### config.mk
export PLATFORM = sky130hd
export DESIGN_NAME = regfile_wb_arbiter
export DESIGN_NICKNAME = d
export VERILOG_FILES = /design/src/rtl/regfile_wb_arbiter_pkg.sv /design/src/rtl/regfile_wb_arbiter_wb_slot.sv /design/src/rtl/regfile_wb_arbiter.sv
export SDC_FILE = /design/constraint.sdc
export NUM_CORES = 1
export LEC_CHECK = 0
export ABC_AREA = 0
export CELL_PAD_IN_SITES_DETAIL_PLACEMENT = 1
export CELL_PAD_IN_SITES_GLOBAL_PLACEMENT = 1
export CORE_UTILIZATION = 39
export DETAILED_ROUTE_END_ITERATION = 8
export PLACE_DENSITY = 0.91
export SYNTH_ARGS = -nofsm -noshare
export SYNTH_HDL_FRONTEND = slang
export SYNTH_SLANG_ARGS = --single-unit
### constraint.sdc
create_clock -name clk -period 5.65 [get_ports clk]
set_input_delay 1.13 -clock clk [delete_from_list [all_inputs] [get_ports clk]]
set_output_delay 1.13 -clock clk [all_outputs]
set_load 0.02 [all_outputs]
### src/rtl/regfile_wb_arbiter_pkg.sv
// Shared constants and types for the write-back arbiter.
// Holds default widths and the requester identifiers used by lastGrant.
package regfile_wb_arbiter_pkg;

  localparam int WB_WORD_WIDTH  = 32;
  localparam int WB_REG_NUM_LOG = 5;
  localparam int WB_REG_NUM     = 1 << WB_REG_NUM_LOG;

  typedef enum logic {
    REQ_ALU = 1'b0,
    REQ_MEM = 1'b1
  } req_e;

endpackage

### src/rtl/regfile_wb_arbiter_wb_slot.sv
// wb_slot: one-entry result buffer with valid/ready fill and grant drain.
// Ports: in_* fill side, drain = granted this cycle, full/addr/value held entry.
module wb_slot #(
  parameter int WORD_WIDTH = 32,
  parameter int ADDR_WIDTH = 5
) (
  input  logic                  clk,
  input  logic                  rst,
  input  logic                  in_valid,
  input  logic [ADDR_WIDTH-1:0] in_addr,
  input  logic [WORD_WIDTH-1:0] in_value,
  output logic                  in_ready,
  input  logic                  drain,
  output logic                  full,
  output logic [ADDR_WIDTH-1:0] addr,
  output logic [WORD_WIDTH-1:0] value
);

  logic                  full_q, full_d;
  logic [ADDR_WIDTH-1:0] addr_q, addr_d;
  logic [WORD_WIDTH-1:0] value_q, value_d;
  logic                  fire;

  // A granted entry leaves at this edge, so the slot can refill at once.
  assign in_ready = !full_q || drain;
  assign fire     = in_valid && in_ready;

  always_comb begin
    full_d  = fire || (full_q && !drain);
    addr_d  = fire ? in_addr  : addr_q;
    value_d = fire ? in_value : value_q;
  end

  always_ff @(posedge clk) begin
    if (rst) begin
      full_q  <= 1'b0;
      addr_q  <= '0;
      value_q <= '0;
    end else begin
      full_q  <= full_d;
      addr_q  <= addr_d;
      value_q <= value_d;
    end
  end

  assign full  = full_q;
  assign addr  = addr_q;
  assign value = value_q;

endmodule

### src/rtl/regfile_wb_arbiter.sv
// Write-back arbiter (ALU vs MEM, round-robin) plus per-register busy scoreboard.
// Ports: issue* scoreboard check, alu*/mem* result handshakes, write* regfile port, busyVector.
module regfile_wb_arbiter
  import regfile_wb_arbiter_pkg::*;
#(
  parameter int WORD_WIDTH  = WB_WORD_WIDTH,
  parameter int REG_NUM_LOG = WB_REG_NUM_LOG
) (
  input  logic                        clk,
  input  logic                        rst,
  input  logic                        issueValid,
  input  logic [REG_NUM_LOG-1:0]      issueDest,
  input  logic [REG_NUM_LOG-1:0]      issueSrc1,
  input  logic [REG_NUM_LOG-1:0]      issueSrc2,
  output logic                        issueReady,
  input  logic                        aluValid,
  input  logic [REG_NUM_LOG-1:0]      aluAddr,
  input  logic [WORD_WIDTH-1:0]       aluValue,
  output logic                        aluReady,
  input  logic                        memValid,
  input  logic [REG_NUM_LOG-1:0]      memAddr,
  input  logic [WORD_WIDTH-1:0]       memValue,
  output logic                        memReady,
  output logic                        writeEnable,
  output logic [REG_NUM_LOG-1:0]      writeAddr,
  output logic [WORD_WIDTH-1:0]       writeValue,
  output logic [(1<<REG_NUM_LOG)-1:0] busyVector
);

  localparam int REG_NUM = 1 << REG_NUM_LOG;

  logic                   alu_full, mem_full;
  logic [REG_NUM_LOG-1:0] alu_addr, mem_addr;
  logic [WORD_WIDTH-1:0]  alu_value, mem_value;

  logic                   grant_alu, grant_mem, grant_any;
  logic [REG_NUM_LOG-1:0] grant_addr;
  logic [WORD_WIDTH-1:0]  grant_value;

  req_e                   last_grant_q, last_grant_d;
  logic                   we_q, we_d;
  logic [REG_NUM_LOG-1:0] waddr_q, waddr_d;
  logic [WORD_WIDTH-1:0]  wval_q, wval_d;
  logic [REG_NUM-1:0]     busy_q, busy_d;

  wb_slot #(
    .WORD_WIDTH(WORD_WIDTH),
    .ADDR_WIDTH(REG_NUM_LOG)
  ) u_alu_slot (
    .clk     (clk),
    .rst     (rst),
    .in_valid(aluValid),
    .in_addr (aluAddr),
    .in_value(aluValue),
    .in_ready(aluReady),
    .drain   (grant_alu),
    .full    (alu_full),
    .addr    (alu_addr),
    .value   (alu_value)
  );

  wb_slot #(
    .WORD_WIDTH(WORD_WIDTH),
    .ADDR_WIDTH(REG_NUM_LOG)
  ) u_mem_slot (
    .clk     (clk),
    .rst     (rst),
    .in_valid(memValid),
    .in_addr (memAddr),
    .in_value(memValue),
    .in_ready(memReady),
    .drain   (grant_mem),
    .full    (mem_full),
    .addr    (mem_addr),
    .value   (mem_value)
  );

  // Grants use slot state only, keeping valid->ready free of comb paths.
  always_comb begin
    grant_alu = alu_full && (!mem_full || last_grant_q == REQ_MEM);
    grant_mem = mem_full && (!alu_full || last_grant_q == REQ_ALU);
    grant_any = grant_alu || grant_mem;
    grant_addr  = grant_alu ? alu_addr  : mem_addr;
    grant_value = grant_alu ? alu_value : mem_value;
    last_grant_d = grant_alu ? REQ_ALU
                 : grant_mem ? REQ_MEM
                 : last_grant_q;
  end

  assign issueReady = !(busy_q[issueSrc1] || busy_q[issueSrc2]
                        || busy_q[issueDest]);

  always_comb begin
    we_d    = 1'b0;
    waddr_d = waddr_q;
    wval_d  = wval_q;
    if (grant_any) begin
      we_d    = grant_addr != '0;
      waddr_d = grant_addr;
      wval_d  = grant_value;
    end
  end

  // Clear first, then set, so a set on the same register wins.
  always_comb begin
    busy_d = busy_q;
    if (grant_any && grant_addr != '0)
      busy_d[grant_addr] = 1'b0;
    if (issueValid && issueReady && issueDest != '0)
      busy_d[issueDest] = 1'b1;
    busy_d[0] = 1'b0;
  end

  always_ff @(posedge clk) begin
    if (rst) begin
      last_grant_q <= REQ_MEM;
      we_q         <= 1'b0;
      waddr_q      <= '0;
      wval_q       <= '0;
      busy_q       <= '0;
    end else begin
      last_grant_q <= last_grant_d;
      we_q         <= we_d;
      waddr_q      <= waddr_d;
      wval_q       <= wval_d;
      busy_q       <= busy_d;
    end
  end

  assign writeEnable = we_q;
  assign writeAddr   = waddr_q;
  assign writeValue  = wval_q;
  assign busyVector  = busy_q;

endmodule

==> results.sh <==
export IMPL_synth_cells=774
export IMPL_worstSetupStartpointType="input pin"
export IMPL_root_buffer="clkbuf_16"
export IMPL_clock_sinks=146
export IMPL_critPathKind="input pin to output port"
export IMPL_cp_slowest_cell="clkdlybuf4s50_1"
export IMPL_final_layout_size_suffix_gt1_share_pct=7.29
export IMPL_drt_iter0_drc=506
export IMPL_cts_tree="yes"
export IMPL_port_buffers=165
export IMPL_seqCellArea_um2=2920
export IMPL_ys_warnings_count=0
export IMPL_cts_hold_buf=0
export IMPL_vdd_drop_max_mv=0.201
export IMPL_fmax_mhz=188
export IMPL_start_util_pct=40.2
export IMPL_ant_nets=0
export IMPL_report_final_slew_viol_count=0
export IMPL_crit_required_ns=4.52
export IMPL_grt_pass1_vias=6891
export IMPL_grt_max_degree=78
export IMPL_layout_nets=1001
export IMPL_viasPerCell=5.83
export IMPL_synth_area_per_cell_um2=8.67
export IMPL_std_cell_rows=47
export IMPL_outcome="finished clean"
export IMPL_dp_hpwl_mm=16.1
export IMPL_avgRoutedWirePerCell_um=21.4
export IMPL_synth_most_common_cell="nand2_1"
export IMPL_synth_common_cells="nand2_1 (173), dfxtp_1 (146), a21oi_1 (79), mux2i_1 (55), nor2_1 (51)"
export IMPL_antenna_found_initial=0
export IMPL_synthAdderAreaFrac_pct=0
export IMPL_crit_family="buffers and inverters"
export IMPL_synth_top_family_by_area="compound AO/OA/AOI/OAI gates"
export IMPL_stdcell_area_um2=9040
export IMPL_ys_seq_area_share_pct=43.5
export IMPL_critPathMostFrequentCell="clkdlybuf4s50_1"
export IMPL_die_x_um=133
export IMPL_synth_top_area_cell="dfxtp_1"
export IMPL_drt_total_wl_mm=24.3
export IMPL_crit_buf_inv=2
export IMPL_synth_ff_type="dfxtp_1"
export IMPL_clock_latency_ns=0.43
export IMPL_num_io_pins=167
export IMPL_grt_usage_pct=27.8
export IMPL_cp_data_arrival_time_ns=4.19
export IMPL_synth_mux_area_fraction_pct=13.0
export IMPL_finalCritPeriodShare_pct=94.1
export IMPL_synthToLayoutAreaGrowth_pct=34.7
export IMPL_firstDrtPassIters=5
export IMPL_finalSetupViolCount=0
export IMPL_die_y_um=133
export IMPL_antenna_cells=0
export IMPL_tns_ns=0
export IMPL_synth_nets=868
export IMPL_tightest_slew_ns=0.918
export IMPL_synth_area_top_cells="dfxtp_1 (44%), nand2_1 (9.7%), mux2i_1 (8.2%), a21oi_1 (5.9%), o41ai_1 (3.7%)"
export IMPL_timing_hold_violations_final=0
export IMPL_min_period_ns=5.32
export IMPL_hp_class="register to register"
export IMPL_grt_overflow_total=0
export IMPL_grt_pass1_wl_mm=38.1
export IMPL_clkTransAtPathRegs_ns=0.06
export IMPL_vias=6643
export IMPL_synth_seq_cells=146
export IMPL_crit_chain="clkdlybuf4s50_1, mux4_2, nor2b_1, a21oi_1, and4b_1, or4_1, nor2_1, clkdlybuf4s50_1"
export IMPL_synth_simple_area_share_pct=18.3
export IMPL_postCtsSetupBuffers=0
export IMPL_critPathMaxStageDelay_ns=0.75
export IMPL_slew_limit_headroom_pct=38.4
export IMPL_placed_cell_area_um2=8450
export IMPL_multi_input_area_um2=3480
export IMPL_num_fill_cells=1942
export IMPL_htreeDepth=4
export IMPL_crit_fanout=8
export IMPL_synth_compound_area_share_pct=20.5
export IMPL_power_density_nw_per_um2=298
export IMPL_route_detailed_drc=0
export IMPL_cts_resized_gates=0
export IMPL_netlist_area_um2=6710
export IMPL_yosysTopAreaCellShare_pct=43.5
export IMPL_fin_worst_skew_ns=0.00829
export IMPL_synth_edff_count=0
export IMPL_gp_congestion=0.917
export IMPL_cts_buffer_depth=2
export IMPL_async_flop_share_pct=0
export IMPL_whs_ns=0.455
export IMPL_rsz0062_at_grt="false"
export IMPL_core_area_um2=16700
export IMPL_synth_cell_types=53
export IMPL_leakagePower_nw=3.46
export IMPL_cts_buffers=17
export IMPL_dieArea_um2=17700
export IMPL_synth_xor_area_share_pct=0
export IMPL_cp_end_kind="output port"
export IMPL_drv_cap=0
## path summary, 6_finish.rpt
kind                             from                   to  slack [ns]  depth (start not counted)
setup / recovery         issueSrc2[1]           issueReady        0.33                          8
hold / removal    u_alu_slot.value[8]  u_alu_slot.value[8]        0.45                          2
setup reg to reg      u_mem_slot.full        busyVector[1]        2.79                          6
hold reg to reg   u_alu_slot.value[8]  u_alu_slot.value[8]        0.45                          2
## worst register-to-register path, cell delays in order, from the launching register on
cell and delay, ns:
dfxtp_1 0.41, nand2b_1 0.20, nand2_2 0.66, buf_4 0.52, mux2_2 0.44, o311ai_0 0.34
o41ai_1 0.15
## routing by layer
metal	wire length, um	track usage, %	share of wire (%)	vias up
li1	-	-	-	3058
met1	10100	32.9	41	3308
met2	12300	48.3	51	240
met3	1370	6.96	5.6	37
met4	553	10.4	2.3	0
met5	0	0	0	-
## cells by family after synthesis
| family | count (synthesis) |
|---|---|
| AO/OA/AOI/OAI | 200 |
| buffers and inverters | 69 |
| flip-flops | 146 |
| multiplexers | 73 |
| other | 1 |
| AND/OR/NAND/NOR | 285 |
## power breakdown
group          leakage (nW)  total [mW]  switching, mW  internal (mW)
combinational          1.97       0.404          0.228          0.175
sequential             1.20        1.13         0.0425           1.09
clock                 0.290        1.16          0.442          0.715
total                  3.46        2.69          0.713           1.98
## cells in the final DEF (no fill, tap or decap), types with 14 or more instances in the layout
master and count:
a211oi_1 32, a21oi_1 79, buf_4 14, clkbuf_16 17, clkdlybuf4s50_1 164, dfxtp_1 146, mux2i_1 55, nand2_1 172
nand3_1 15, nor2_1 51, o211ai_1 24, o41ai_1 28
## cell type report
class / count / area share (%)
Tap cell: 220 / 3.04
Sequential cell: 146 / 32.3
Timing Repair Buffer: 178 / 19.3
Inverter: 5 / 0.208
Clock inverter: 9 / 1.44
Multi-Input combinational cell: 559 / 38.5
Clock buffer: 22 / 5.13
## sequential cells by signal, summed over array words and instances (netlist names)
signal and flops:
busyVector 31, last_grant_q 1, u_alu_slot.addr 5, u_alu_slot.full 1, u_alu_slot.value 32, u_mem_slot.addr 5
u_mem_slot.full 1, u_mem_slot.value 32, writeAddr 5, writeEnable 1, writeValue 32
## per-stage QoR
step,setup slack (ns),power (mW),utilization (%),cells
floorplan,1.30,1.36,-,774
global placement,0.383,1.53,50.6,1108
detailed placement,0.337,1.54,50.6,1108
CTS,0.325,2.70,54.1,1139
global route,0.224,2.78,54.1,1139
finish,0.335,2.69,54.1,1139
(Power assumes the default switching activity.)
==> RTL change, RTL diff (same settings) <==
The package constant `WB_WORD_WIDTH` goes from 32 to 24.
--- a/src/rtl/regfile_wb_arbiter_pkg.sv
+++ b/src/rtl/regfile_wb_arbiter_pkg.sv
@@ -2,7 +2,7 @@
 // Holds default widths and the requester identifiers used by lastGrant.
 package regfile_wb_arbiter_pkg;
 
-  localparam int WB_WORD_WIDTH  = 32;
+  localparam int WB_WORD_WIDTH  = 24;
   localparam int WB_REG_NUM_LOG = 5;
   localparam int WB_REG_NUM     = 1 << WB_REG_NUM_LOG;
 
Ports: changed (resized aluValue, memValue and writeValue); port bits go from 167 to 143. The function was not compared with the original's and may differ.
==> RTL change against the original RTL <==
The flow now finishes with violations (design-rule violations). Synthesized cell count shrank 11%. Final cell count shrank 13%. Wire length shrank 7.1%. Register-to-register slack lost 60 ps. Total power shrank 11%. Die area shrank 12%. Core utilization grew 0.15 points. Sequential cell count shrank 24. Design area shrank 12%. Count of clock-buffer cells in the layout shrank 1. Worst setup slack gained 110 ps. First-iteration DRC count shrank 24%. Hold slack gained 6.1 ps. Synthesized area shrank 12%. Critical path type unchanged. Highest routed layer unchanged.
==> RTL change: results (changes against the original RTL) <==
Finish:
- The share of layout cells above drive strength 1 came to 0.0814 (+0.00848).

Logic synthesis:
- The commonest cells after synthesis are sky130_fd_sc_hd__nand2_1, sky130_fd_sc_hd__dfxtp_1, sky130_fd_sc_hd__a21oi_1, sky130_fd_sc_hd__mux2i_1, sky130_fd_sc_hd__nor2_1.
- The number of distinct library cells after synthesis came to 55 (+3.8%).
- The part of the Yosys area used for sequential elements is 0.412 (-0.0233).
- The multiplexer area fraction after synthesis was 0.136 (+0.00641).
- The post-synth net total was 764 (-12%).

Worst setup path:
- The number of cells traversed by the worst register-to-register path is 4 (-2).
- The delay of the slowest cell on the worst path is 810 ps (+60 ps).
- The arrival time at the worst endpoint is 4080 ps (-110 ps).

Placed design:
- The worst setup timing slack at the placement stage came to 491 ps (+154 ps).
- The number of port buffers is 141 (-15%).
- The routability congestion estimate from global placement was 0.907 (-1.1%).

Power:
- The peak ir drop on the vdd network is 222 uV (+11%).
- The static power due to leakage is 0.00305 uW (-12%).

Detailed routing:
- The routed wirelength normalized by instance count is 22.7 um (+6.3%).
- The number of design-rule violations left by the first detailed-router iteration is 386 (-24%).
- The via count normalized by instance count is 6.08 (+4.2%).
- The iteration count of the initial detailed-routing pass came to 7 (+2).
- The post-route DRC violation count was 8 (+8).

GRT:
- The number of global-route vias before repair is 6470 (-6.1%).
- The total global-route track usage is 0.295 (+0.0180).

STA:
- The final period utilization is 0.922 (-0.0189).
- The headroom to the max-slew limit is 0.171 (-0.213).

Status:
- The checks that failed: design-rule violations.
- The flow ran to the end, but the final reports show violations.
-- RTL change: through the flow --
stage / std cells / instance area, um^2 / hold slack (ps) / util / power, uW
floorplan: 686 / 5930 / 431 / - / 1140
global placement: 963 / 7380 / 441 / 0.502 / 1280
detailed placement: 963 / 7380 / 451 / 0.502 / 1300
CTS: 995 / 7980 / 462 / 0.543 / 2400
global route: 995 / 7980 / 486 / 0.543 / 2470
finish: 995 / 7980 / 461 / 0.543 / 2390
-- RTL change: worst min-delay path by stage --
stage	from	slack (ps)	end	cells after the start
after floorplan	u_mem_slot.value[22]	430	u_mem_slot.value[22]	2
after global placement	u_mem_slot.value[22]	440	u_mem_slot.value[22]	2
after detailed placement	u_mem_slot.value[22]	450	u_mem_slot.value[22]	2
after CTS	u_alu_slot.value[5]	460	u_alu_slot.value[5]	2
after global routing	u_mem_slot.value[21]	490	u_mem_slot.value[21]	2
final	u_mem_slot.value[21]	460	u_mem_slot.value[21]	2
-- RTL change: where the power goes --
group,leakage [uW],switching (uW),internal [uW]
Clock,0.000287,408,692
Combinational,0.00176,200,150
Sequential,0.00100,36.9,906
-- RTL change: per-layer routing --
| metal | up-vias | wire length, um | GRT usage | share of wire |
|---|---|---|---|---|
| met4 | 0 | 608 | 0.125 | 0.027 |
| met5 | - | 0 | 0 | 0 |
| met1 | 3014 | 8970 | 0.339 | 0.40 |
| met2 | 256 | 11400 | 0.518 | 0.50 |
| li1 | 2719 | - | - | - |
| met3 | 58 | 1600 | 0.0792 | 0.071 |
-- RTL change: critical path, delay by kind of cell --
kind                   cells  cell delay [ps]
buffers and inverters      2             1500
multiplexers               1              560
AND/OR/NAND/NOR            4              890
-- RTL change: layout make-up --
| type | instances | area, um^2 |
|---|---|---|
| flip-flops and latches | 122 | 2440 |
| inverters | 4 | 15.0 |
| multi-input cells | 504 | 3220 |
| clock inverters | 11 | 119 |
| well taps | 184 | 230 |
| repair buffers | 149 | 1470 |
| clock buffers | 21 | 480 |
| fillers | 1666 | 6720 |
-- RTL change: kinds of logic (layout without fill, tap and decap cells) --
family | count (synthesis) | in the layout
AND/OR/NAND/NOR | 255 | 255
AO/OA/AOI/OAI | 177 | 177
flip-flops | 122 | 122
multiplexers | 71 | 71
buffers and inverters | 60 | 185
other | 1 | 1
